File: src/rtl/ps2_mouse_init_ctrl_pkg.sv
// Shared constants, state/error encodings and state-mapping helpers for the
// PS/2 mouse initialisation sequencer.
package ps2_mouse_pkg;

    localparam logic [7:0] CMD_RESET    = 8'hFF;
    localparam logic [7:0] CMD_SET_RATE = 8'hF3;
    localparam logic [7:0] CMD_ENABLE   = 8'hF4;

    localparam logic [7:0] RSP_ACK      = 8'hFA;
    localparam logic [7:0] RSP_RESEND   = 8'hFE;
    localparam logic [7:0] RSP_ERR      = 8'hFC;
    localparam logic [7:0] RSP_BAT_OK   = 8'hAA;
    localparam logic [7:0] RSP_ID       = 8'h00;

    typedef enum logic [3:0] {
        ST_IDLE,
        ST_SEND_RESET,
        ST_WAIT_ACK_RESET,
        ST_WAIT_BAT,
        ST_WAIT_ID,
        ST_SEND_RATE_CMD,
        ST_WAIT_ACK_RATE_CMD,
        ST_SEND_RATE_VAL,
        ST_WAIT_ACK_RATE_VAL,
        ST_SEND_ENABLE,
        ST_WAIT_ACK_ENABLE,
        ST_STREAM,
        ST_ERROR
    } state_t;

    typedef enum logic [2:0] {
        ERR_NONE       = 3'd0,
        ERR_TIMEOUT    = 3'd1,
        ERR_TX         = 3'd2,
        ERR_DEV        = 3'd3,
        ERR_UNEXPECTED = 3'd4,
        ERR_RESEND     = 3'd5
    } err_code_t;

    function automatic logic is_send(input state_t s);
        return (s == ST_SEND_RESET) || (s == ST_SEND_RATE_CMD) ||
               (s == ST_SEND_RATE_VAL) || (s == ST_SEND_ENABLE);
    endfunction

    function automatic logic is_wait(input state_t s);
        return (s == ST_WAIT_ACK_RESET) || (s == ST_WAIT_BAT) || (s == ST_WAIT_ID) ||
               (s == ST_WAIT_ACK_RATE_CMD) || (s == ST_WAIT_ACK_RATE_VAL) ||
               (s == ST_WAIT_ACK_ENABLE);
    endfunction

    function automatic state_t send_to_wait(input state_t s);
        case (s)
            ST_SEND_RESET:    return ST_WAIT_ACK_RESET;
            ST_SEND_RATE_CMD: return ST_WAIT_ACK_RATE_CMD;
            ST_SEND_RATE_VAL: return ST_WAIT_ACK_RATE_VAL;
            ST_SEND_ENABLE:   return ST_WAIT_ACK_ENABLE;
            default:          return ST_IDLE;
        endcase
    endfunction

    function automatic state_t ack_to_next(input state_t s);
        case (s)
            ST_WAIT_ACK_RESET:    return ST_WAIT_BAT;
            ST_WAIT_ACK_RATE_CMD: return ST_SEND_RATE_VAL;
            ST_WAIT_ACK_RATE_VAL: return ST_SEND_ENABLE;
            ST_WAIT_ACK_ENABLE:   return ST_STREAM;
            default:              return ST_IDLE;
        endcase
    endfunction

    // A 0xFE reply asks for the byte that was just acknowledged-wait'ed on.
    function automatic state_t ack_to_resend(input state_t s);
        case (s)
            ST_WAIT_ACK_RESET:    return ST_SEND_RESET;
            ST_WAIT_ACK_RATE_CMD: return ST_SEND_RATE_CMD;
            ST_WAIT_ACK_RATE_VAL: return ST_SEND_RATE_VAL;
            ST_WAIT_ACK_ENABLE:   return ST_SEND_ENABLE;
            default:              return ST_IDLE;
        endcase
    endfunction

endpackage

File: src/rtl/ps2_timeout_timer.sv
// Per-state response timer: cleared on state entry, counts while enabled and
// flags the last allowed cycle of the wait window.
module ps2_timeout_timer #(
    parameter int TIMEOUT_CYCLES = 25_000_000
) (
    input  logic clk_i,
    input  logic rstn_i,
    input  logic clear_i,
    input  logic enable_i,
    output logic expired_o
);

    localparam int W = $clog2(TIMEOUT_CYCLES);
    localparam logic [W-1:0] LAST = W'(TIMEOUT_CYCLES - 1);

    logic [W-1:0] r_cnt;

    always_ff @(posedge clk_i or negedge rstn_i) begin
        if (!rstn_i) begin
            r_cnt <= '0;
        end else if (clear_i) begin
            r_cnt <= '0;
        end else if (enable_i && (r_cnt != LAST)) begin
            r_cnt <= r_cnt + 1'b1;
        end
    end

    assign expired_o = enable_i && (r_cnt == LAST);

endmodule

File: src/rtl/ps2_mouse_init_ctrl.sv
// PS/2 mouse initialisation sequencer: reset, BAT/ID check, sample rate,
// enable reporting, with response checking, retries and timeouts.
module ps2_mouse_init_ctrl
    import ps2_mouse_pkg::*;
#(
    parameter int         TIMEOUT_CYCLES = 25_000_000,
    parameter int         MAX_RETRY      = 3,
    parameter logic [7:0] SAMPLE_RATE    = 8'd100,
    parameter bit         AUTO_START     = 1'b1
) (
    input  logic       clk_i,
    input  logic       rstn_i,
    input  logic       start_i,
    output logic       tx_req_o,
    output logic [7:0] tx_byte_o,
    input  logic       tx_done_i,
    input  logic       tx_err_i,
    input  logic       rx_valid_i,
    input  logic [7:0] rx_byte_i,
    output logic       stream_en_o,
    output logic       busy_o,
    output logic       err_o,
    output logic [2:0] err_code_o
);

    localparam logic [2:0] LAST_RETRY = 3'(MAX_RETRY - 1);

    state_t    r_state, w_state_next, w_resend_state;
    logic [2:0] r_retry, w_retry_next;
    err_code_t r_err_code, w_code_next, w_fail_code;
    logic      w_enter, w_fail, w_resend, w_restart, w_expired;
    logic      r_tx_req, w_tx_req_next;
    logic [7:0] r_tx_byte, w_tx_byte_next;
    logic      r_stream, r_err, r_busy;

    ps2_timeout_timer #(
        .TIMEOUT_CYCLES(TIMEOUT_CYCLES)
    ) u_timer (
        .clk_i    (clk_i),
        .rstn_i   (rstn_i),
        .clear_i  (w_enter),
        .enable_i (is_send(r_state) || is_wait(r_state)),
        .expired_o(w_expired)
    );

    always_ff @(posedge clk_i or negedge rstn_i) begin
        if (!rstn_i) begin
            r_state <= ST_IDLE;
        end else begin
            r_state <= w_state_next;
        end
    end

    always_comb begin
        w_state_next   = r_state;
        w_retry_next   = r_retry;
        w_code_next    = r_err_code;
        w_enter        = 1'b0;
        w_fail         = 1'b0;
        w_fail_code    = ERR_NONE;
        w_resend       = 1'b0;
        w_resend_state = ack_to_resend(r_state);
        w_restart      = 1'b0;

        case (r_state)
            ST_IDLE: begin
                if (AUTO_START || start_i) begin
                    w_restart = 1'b1;
                end
            end
            ST_SEND_RESET, ST_SEND_RATE_CMD, ST_SEND_RATE_VAL, ST_SEND_ENABLE: begin
                if (tx_err_i) begin
                    w_fail      = 1'b1;
                    w_fail_code = ERR_TX;
                end else if (tx_done_i) begin
                    w_state_next = send_to_wait(r_state);
                    w_enter      = 1'b1;
                end else if (w_expired) begin
                    w_fail      = 1'b1;
                    w_fail_code = ERR_TIMEOUT;
                end
            end
            ST_WAIT_ACK_RESET, ST_WAIT_ACK_RATE_CMD, ST_WAIT_ACK_RATE_VAL, ST_WAIT_ACK_ENABLE: begin
                if (rx_valid_i) begin
                    case (rx_byte_i)
                        RSP_ACK: begin
                            w_state_next = ack_to_next(r_state);
                            w_enter      = 1'b1;
                        end
                        RSP_RESEND: w_resend = 1'b1;
                        RSP_ERR: begin
                            w_fail      = 1'b1;
                            w_fail_code = ERR_DEV;
                        end
                        default: begin
                            w_fail      = 1'b1;
                            w_fail_code = ERR_UNEXPECTED;
                        end
                    endcase
                end else if (w_expired) begin
                    w_fail      = 1'b1;
                    w_fail_code = ERR_TIMEOUT;
                end
            end
            ST_WAIT_BAT, ST_WAIT_ID: begin
                if (rx_valid_i) begin
                    if (rx_byte_i == ((r_state == ST_WAIT_BAT) ? RSP_BAT_OK : RSP_ID)) begin
                        w_state_next = (r_state == ST_WAIT_BAT) ? ST_WAIT_ID : ST_SEND_RATE_CMD;
                        w_enter      = 1'b1;
                    end else begin
                        w_fail      = 1'b1;
                        w_fail_code = (rx_byte_i == RSP_ERR) ? ERR_DEV : ERR_UNEXPECTED;
                    end
                end else if (w_expired) begin
                    w_fail      = 1'b1;
                    w_fail_code = ERR_TIMEOUT;
                end
            end
            ST_STREAM, ST_ERROR: begin
                if (start_i) begin
                    w_restart = 1'b1;
                end
            end
            default: w_state_next = ST_IDLE;
        endcase

        // Retries are shared by the whole sequence, so a 0xFE anywhere eats into the same budget.
        if (w_fail) begin
            w_code_next = w_fail_code;
            if (r_retry == LAST_RETRY) begin
                w_state_next = ST_ERROR;
            end else begin
                w_retry_next = r_retry + 3'd1;
                w_state_next = ST_SEND_RESET;
                w_enter      = 1'b1;
            end
        end
        if (w_resend) begin
            if (r_retry == LAST_RETRY) begin
                w_code_next  = ERR_RESEND;
                w_state_next = ST_ERROR;
            end else begin
                w_retry_next = r_retry + 3'd1;
                w_state_next = w_resend_state;
                w_enter      = 1'b1;
            end
        end
        if (w_restart) begin
            w_retry_next = 3'd0;
            w_code_next  = ERR_NONE;
            w_state_next = ST_SEND_RESET;
            w_enter      = 1'b1;
        end

        // Request rises one cycle into a send state and falls with the cycle that leaves it.
        w_tx_req_next = is_send(r_state) && (w_state_next == r_state) && !w_enter;
        case (r_state)
            ST_SEND_RESET:    w_tx_byte_next = CMD_RESET;
            ST_SEND_RATE_CMD: w_tx_byte_next = CMD_SET_RATE;
            ST_SEND_RATE_VAL: w_tx_byte_next = SAMPLE_RATE;
            ST_SEND_ENABLE:   w_tx_byte_next = CMD_ENABLE;
            default:          w_tx_byte_next = r_tx_byte;
        endcase
    end

    always_ff @(posedge clk_i or negedge rstn_i) begin
        if (!rstn_i) begin
            r_retry    <= 3'd0;
            r_err_code <= ERR_NONE;
            r_tx_req   <= 1'b0;
            r_tx_byte  <= 8'h00;
            r_stream   <= 1'b0;
            r_err      <= 1'b0;
            r_busy     <= 1'b0;
        end else begin
            r_retry    <= w_retry_next;
            r_err_code <= w_code_next;
            r_tx_req   <= w_tx_req_next;
            r_tx_byte  <= w_tx_byte_next;
            r_stream   <= (w_state_next == ST_STREAM);
            r_err      <= (w_state_next == ST_ERROR);
            r_busy     <= (w_state_next != ST_IDLE) && (w_state_next != ST_STREAM) &&
                          (w_state_next != ST_ERROR);
        end
    end

    assign tx_req_o    = r_tx_req;
    assign tx_byte_o   = r_tx_byte;
    assign stream_en_o = r_stream;
    assign err_o       = r_err;
    assign busy_o      = r_busy;
    assign err_code_o  = r_err_code;

endmodule

File: config.mk
export PLATFORM = sky130hd
export DESIGN_NAME = ps2_mouse_init_ctrl
export DESIGN_NICKNAME = d
export VERILOG_FILES = /design/src/rtl/ps2_mouse_init_ctrl_pkg.sv /design/src/rtl/ps2_timeout_timer.sv /design/src/rtl/ps2_mouse_init_ctrl.sv
export SDC_FILE = /design/constraint.sdc
export NUM_CORES = 1
export LEC_CHECK = 0
export ABC_CLOCK_PERIOD_IN_PS = 4400
export CAP_MARGIN = 20
export CORE_MARGIN = 2
export CORE_UTILIZATION = 55
export CTS_CLUSTER_DIAMETER = 60
export DETAILED_ROUTE_END_ITERATION = 8
export PLACE_DENSITY = 0.85
export REMOVE_ABC_BUFFERS = 1
export SLEW_MARGIN = 40
export SYNTH_ARGS = -nofsm -noshare
export SYNTH_HDL_FRONTEND = slang
export SYNTH_SLANG_ARGS = --single-unit
File: constraint.sdc
create_clock -name clk_i -period 4.4 [get_ports clk_i]
set_clock_uncertainty 0.1 [all_clocks]
set_input_delay 1.32 -clock clk_i [delete_from_list [all_inputs] [get_ports clk_i]]
set_output_delay 1.32 -clock clk_i [all_outputs]
set_load 0.005 [all_outputs]
; After elaboration in Yosys (flattened, before gate mapping)
; Cells that the tools add are included.
[word_totals]
in_bits = 14
word_cells = 124
regBits = 47
output_inout_bits = 15
[classes]
muxes = 63
eq_ne = 24
add_sub_neg = 2
n_reduce_logical = 26
[ops]
columns = cell, count
row1 = $pmux W4 S4, 4
row2 = $mux W25, 2
row3 = $mux W4, 11
row4 = $mux W3, 13
row5 = $pmux W8 S4, 1
row6 = $eq A4 B4 Y1 const B, 7
row7 = $add A25 B1 Y25 const B, 1
row8 = $eq A25 B25 Y1 const B, 1
row9 = $mux W1, 25
row10 = $ne A25 B25 Y1 const B, 1
row11 = $eq A8 B8 Y1 const B, 3
row12 = $eq A4 B3 Y1 const B, 4
row13 = $logic_or A1 B1 Y1, 9
row14 = $pmux W3 S3, 1
row15 = $eq A4 B2 Y1 const B, 2
row16 = $eq A8 B8 Y1, 1
row17 = $mux W8, 1
row18 = $ne A4 B4 Y1 const B, 2
row19 = $reduce_bool A4 Y1, 2
row20 = $reduce_or A4 Y1, 2
row21 = $logic_and A1 B1 Y1, 6
row22 = $pmux W1 S3, 2
row23 = $pmux W3 S2, 1
row24 = $reduce_or A2 Y1, 3
row25 = other kinds (10), 10

; Longest topological paths before layout
[logic_depth]
ltp_word = 18
mapped_depth = 10
depth_no_buf = 9

; Hierarchy
; A second synthesis with hierarchy kept.
[hier_totals]
cells_unflattened = 325
area_unflattened_um2 = 2783.9
[modules_own_cells]
columns = mod, area_each_um2, cells_each, seq_area_each_um2, instances
row1 = ps2_timeout_timer, 1398.8, 152, 625.6, 1
row2 = ps2_mouse_init_ctrl, 1385.1, 173, 475.5, 1

; Worst setup path after synthesis
; No wires, ideal clock.
[synth_timing]
path_type = input port to flip-flop
from = input rx_byte_i[1]
to = register r_busy, in the netlist busy_o
t_required_ns = 4.213
path_stages = 8
path_slack_ns = 0.595
setup_time_ns = 0.087
n_path_buf = 0
arrival_ns = 3.619
path_cell_list = or4_4 > mux2i_4 > a21oi_2 > or4_4 > a211o_4 > mux2_4 > and4_4 > a211oi_2
[synth_via]
elab_chain_len = 11
word_cells_on_any_way = 25
cone_classes = eq/ne (5) / mux (16) / reduce/logical (4)
[synth_rtl]
columns = element, line
row1 = from (decl), ps2_mouse_init_ctrl.sv:19  ; input logic [7:0] rx_byte_i,
row2 = $eq A8 B8 Y1, ps2_mouse_init_ctrl.sv:85  ; case (rx_byte_i)
row3 = $reduce_or A2 Y1 (no source line), --
row4 = $mux W1, ps2_mouse_init_ctrl.sv:85
row5 = $mux W1, ps2_mouse_init_ctrl.sv:84  ; if (rx_valid_i) begin
row6 = $pmux W1 S3, ps2_mouse_init_ctrl.sv:65  ; case (r_state)
row7 = $mux W4, ps2_mouse_init_ctrl.sv:128  ; if (w_fail) begin
row8 = $mux W4 *, ps2_mouse_init_ctrl.sv:138  ; if (w_resend) begin
row9 = $mux W4 *, ps2_mouse_init_ctrl.sv:148  ; if (w_restart) begin
row10 = $ne A4 B4 Y1 / $reduce_bool A4 Y1 (equally long branches), ps2_mouse_init_ctrl.sv:182  ; r_busy <= (w_state_next != ST_IDLE) && (w_state_next != ST_STREAM) &&
row11 = $logic_and A1 B1 Y1, ps2_mouse_init_ctrl.sv:182
row12 = $logic_and A1 B1 Y1 *, ps2_mouse_init_ctrl.sv:182
row13 = to (signal assigned), ps2_mouse_init_ctrl.sv:182
row14 = to (decl), ps2_mouse_init_ctrl.sv:34  ; logic r_stream, r_err, r_busy;
; Mark *: on every way between the ends. The rest lies on a longest branch, timed or not.
; A chain may end at the register's enable or synchronous reset.

; Worst setup path after layout
; Same ends and word-level chain as after synthesis.

==> impl_metrics.yaml <==
synthesis:
  synth_area_mm2: 0.00268
  ys_seq_elements: 44
  synth_edf_count: 0
  synth_top_area_share_pct: 41.1
  yosysSeqAreaShare_pct: 41.1
  yosysMostFrequentCell: "nor2_1"
  synth_warnings: 0
  asyncSetResetFlopFracSynth_pct: 100
  syn_area_per_cell_um2: 8.81
  synth-main-ff-cell: "dfrtp_1"
  synth_common_cells: "nor2_1 (45), dfrtp_1 (44), nand2_1 (31)"
  synth.area.top_cells: "dfrtp_1 (41%), nor2_1 (6.3%), xor2_1 (5.9%), nand2_1 (4.3%), a21oi_1 (2.8%)"
  synth_top_area_cell: "dfrtp_1"
  ys_types: 60
  syn_inst: 304
cells_and_area:
  final_cell_area_mm2: 0.00314
  nNetsFinal: 348
  diodes: 0
  drive_above_1_share_pct: 9.04
  layoutNonFillerInstCount: 399
  syn_to_final_growth_pct: 17.3
floorplan:
  die_h_um: 73.8
  ios: 29
  core-area_mm2: 0.00472
  die_area_mm2: 0.00544
  die_w_um: 73.8
  rows: 25
  start_util_pct: 56.7
routing:
  wl_per_cell_um: 14.7
  first_pass_iters: 4
  ant_nets: 0
  routed_via_density: 5.82
  routed_wirelength_um: 5870
  vias: 2322
  drtIter0Drc: 274
  drc: 0
timing:
  relSlewSlack_pct: 54.7
  rsz0062_at_grt: "false"
  whs_ps: 409
  finalHoldViolCount: 0
  setup_viol: 0
  min_period_ps: 4080
  slew_viol_final: 0
  max_freq_ghz: 0.245
  tns_ps: 0
  worstMarginPinSlew_ps: 671
  min_period_over_period_pct: 92.8
setup_path:
  cp_data_required_time_ps: 4460
  end_kind: "flip-flop"
  crit_type: "input port to flip-flop"
  startpoint_type: "input port"
  cp_max_fo: 7
  cp.arrival_ps: 4140
pwr:
  leakagePower_nw: 1.31
  p_per_area_mw_per_mm2: 579
  peakVddDrop_mv: 0.384
  p_total_mw: 1.82
clock_network:
  cts_hold_buffers: 0
  clock_sinks: 44
  h-tree-depth: 2
  clk_pin_slew_ps: 80
  cts-root-buf: "clkbuf_8"
  cts_resized: 0
  postCtsSetupRepairBufs: 0
  cts_made_buffers: 5
  ctsLongestPathBuffers: 2
  clkLatencyLatePin_ps: 290
  cts_tree: "built"
global_routing:
  track_usage_pct: 23.2
  grt_overflow: 0
  antenna_found_initial: 0
  grt_pass1_vias: 2144
  grt_max_degree: 45
  grt_pass1_wl_um: 9830
placement:
  place_area_mm2: 0.00302
  placedCellCount: 391
  port_buffers: 28
  dpl.hpwl_um: 4250
  gp_congestion: 0.896
run_status:
  outcome: "finished clean"
flow_run:
  maxCapViolCount: 0
min_path:
  hp-class: "flip-flop to flip-flop"
## cell families (layout without fill, tap and decap cells)
group / Yosys count / after routing / synth area share (%)
and+or+nand+nor: 144 / 144 / 27.7
AOI/OAI and AO/OA: 58 / 58 / 15.2
DFF: 44 / 44 / 41.1
buffers and inverters: 26 / 54 / 4.21
xor gates and xnor gates: 25 / 25 / 8.18
muxes: 4 / 4 / 2.15
adders and majority gates: 3 / 3 / 1.40
## final timing paths
kind	cells after the start	end	slack, ps	from
setup / recovery	9	busy_o	320	rx_byte_i[1]
hold / removal	2	tx_byte_o[1]	410	tx_byte_o[1]
setup reg to reg	8	busy_o	1130	r_state[0]
hold reg to reg	2	tx_byte_o[1]	410	tx_byte_o[1]
max in group asynchronous	1	err_code_o[2]	2920	rstn_i
min in group asynchronous	1	tx_byte_o[2]	900	rstn_i
## final cells by class
cell class | instances | area (um^2)
clock buffers | 6 | 82.6
clock inverters | 2 | 38.8
fillers | 368 | 1580
repair buffers | 35 | 330
inverters | 11 | 41.3
well taps | 67 | 83.8
flip-flops and latches | 44 | 1100
multi-input cells | 234 | 1460
## power by group
| part | switching (mW) | internal (mW) |
|---|---|---|
| sequential | 0.116 | 0.481 |
| clock | 0.139 | 0.186 |
| combinational | 0.497 | 0.400 |
## metal layers
layer / global-route usage (%) / routed length (um) / part of all wire (%)
met1: 32.8 / 2640 / 45
met2: 36.4 / 2830 / 48
met3: 3.43 / 312 / 5.3
met4: 8.28 / 89 / 1.5
met5: 0 / 0 / 0
## metrics by stage
step / utilization (%) / setup slack, ps
global route: 66.5 / 159
CTS: 66.5 / 338
global placement: 63.9 / 106
detailed placement: 63.9 / 25.6
floorplan: - / 433
finish: 66.5 / 316
## worst max-delay path, cell delays in order
cell and delay (ps):
clkdlybuf4s50_1 440, or4_4 560, mux2i_4 190, a21oi_2 120
or4_4 460, a211o_4 400, mux2_4 320, nor3_1 280
a211oi_2 50
## registers in the layout (all words and copies together), names as in the netlist
register / flops
busy_o: 1
err_code_o: 3
err_o: 1
r_retry: 3
r_state: 4
stream_en_o: 1
tx_byte_o: 5
tx_req_o: 1
u_timer.r_cnt: 25
## placed cells by master, fill, tap and decap left out, drive strengths merged, types with 8 or more instances in the layout
master	count
nor2	45
dfrtp	44
nand2	31
clkdlybuf4s50	27
xor2	18
a21oi	16
nand3	13
inv	10
o21ai	10
nand4	8
buf	8
No activity file was read; power rests on OpenSTA's default activity.
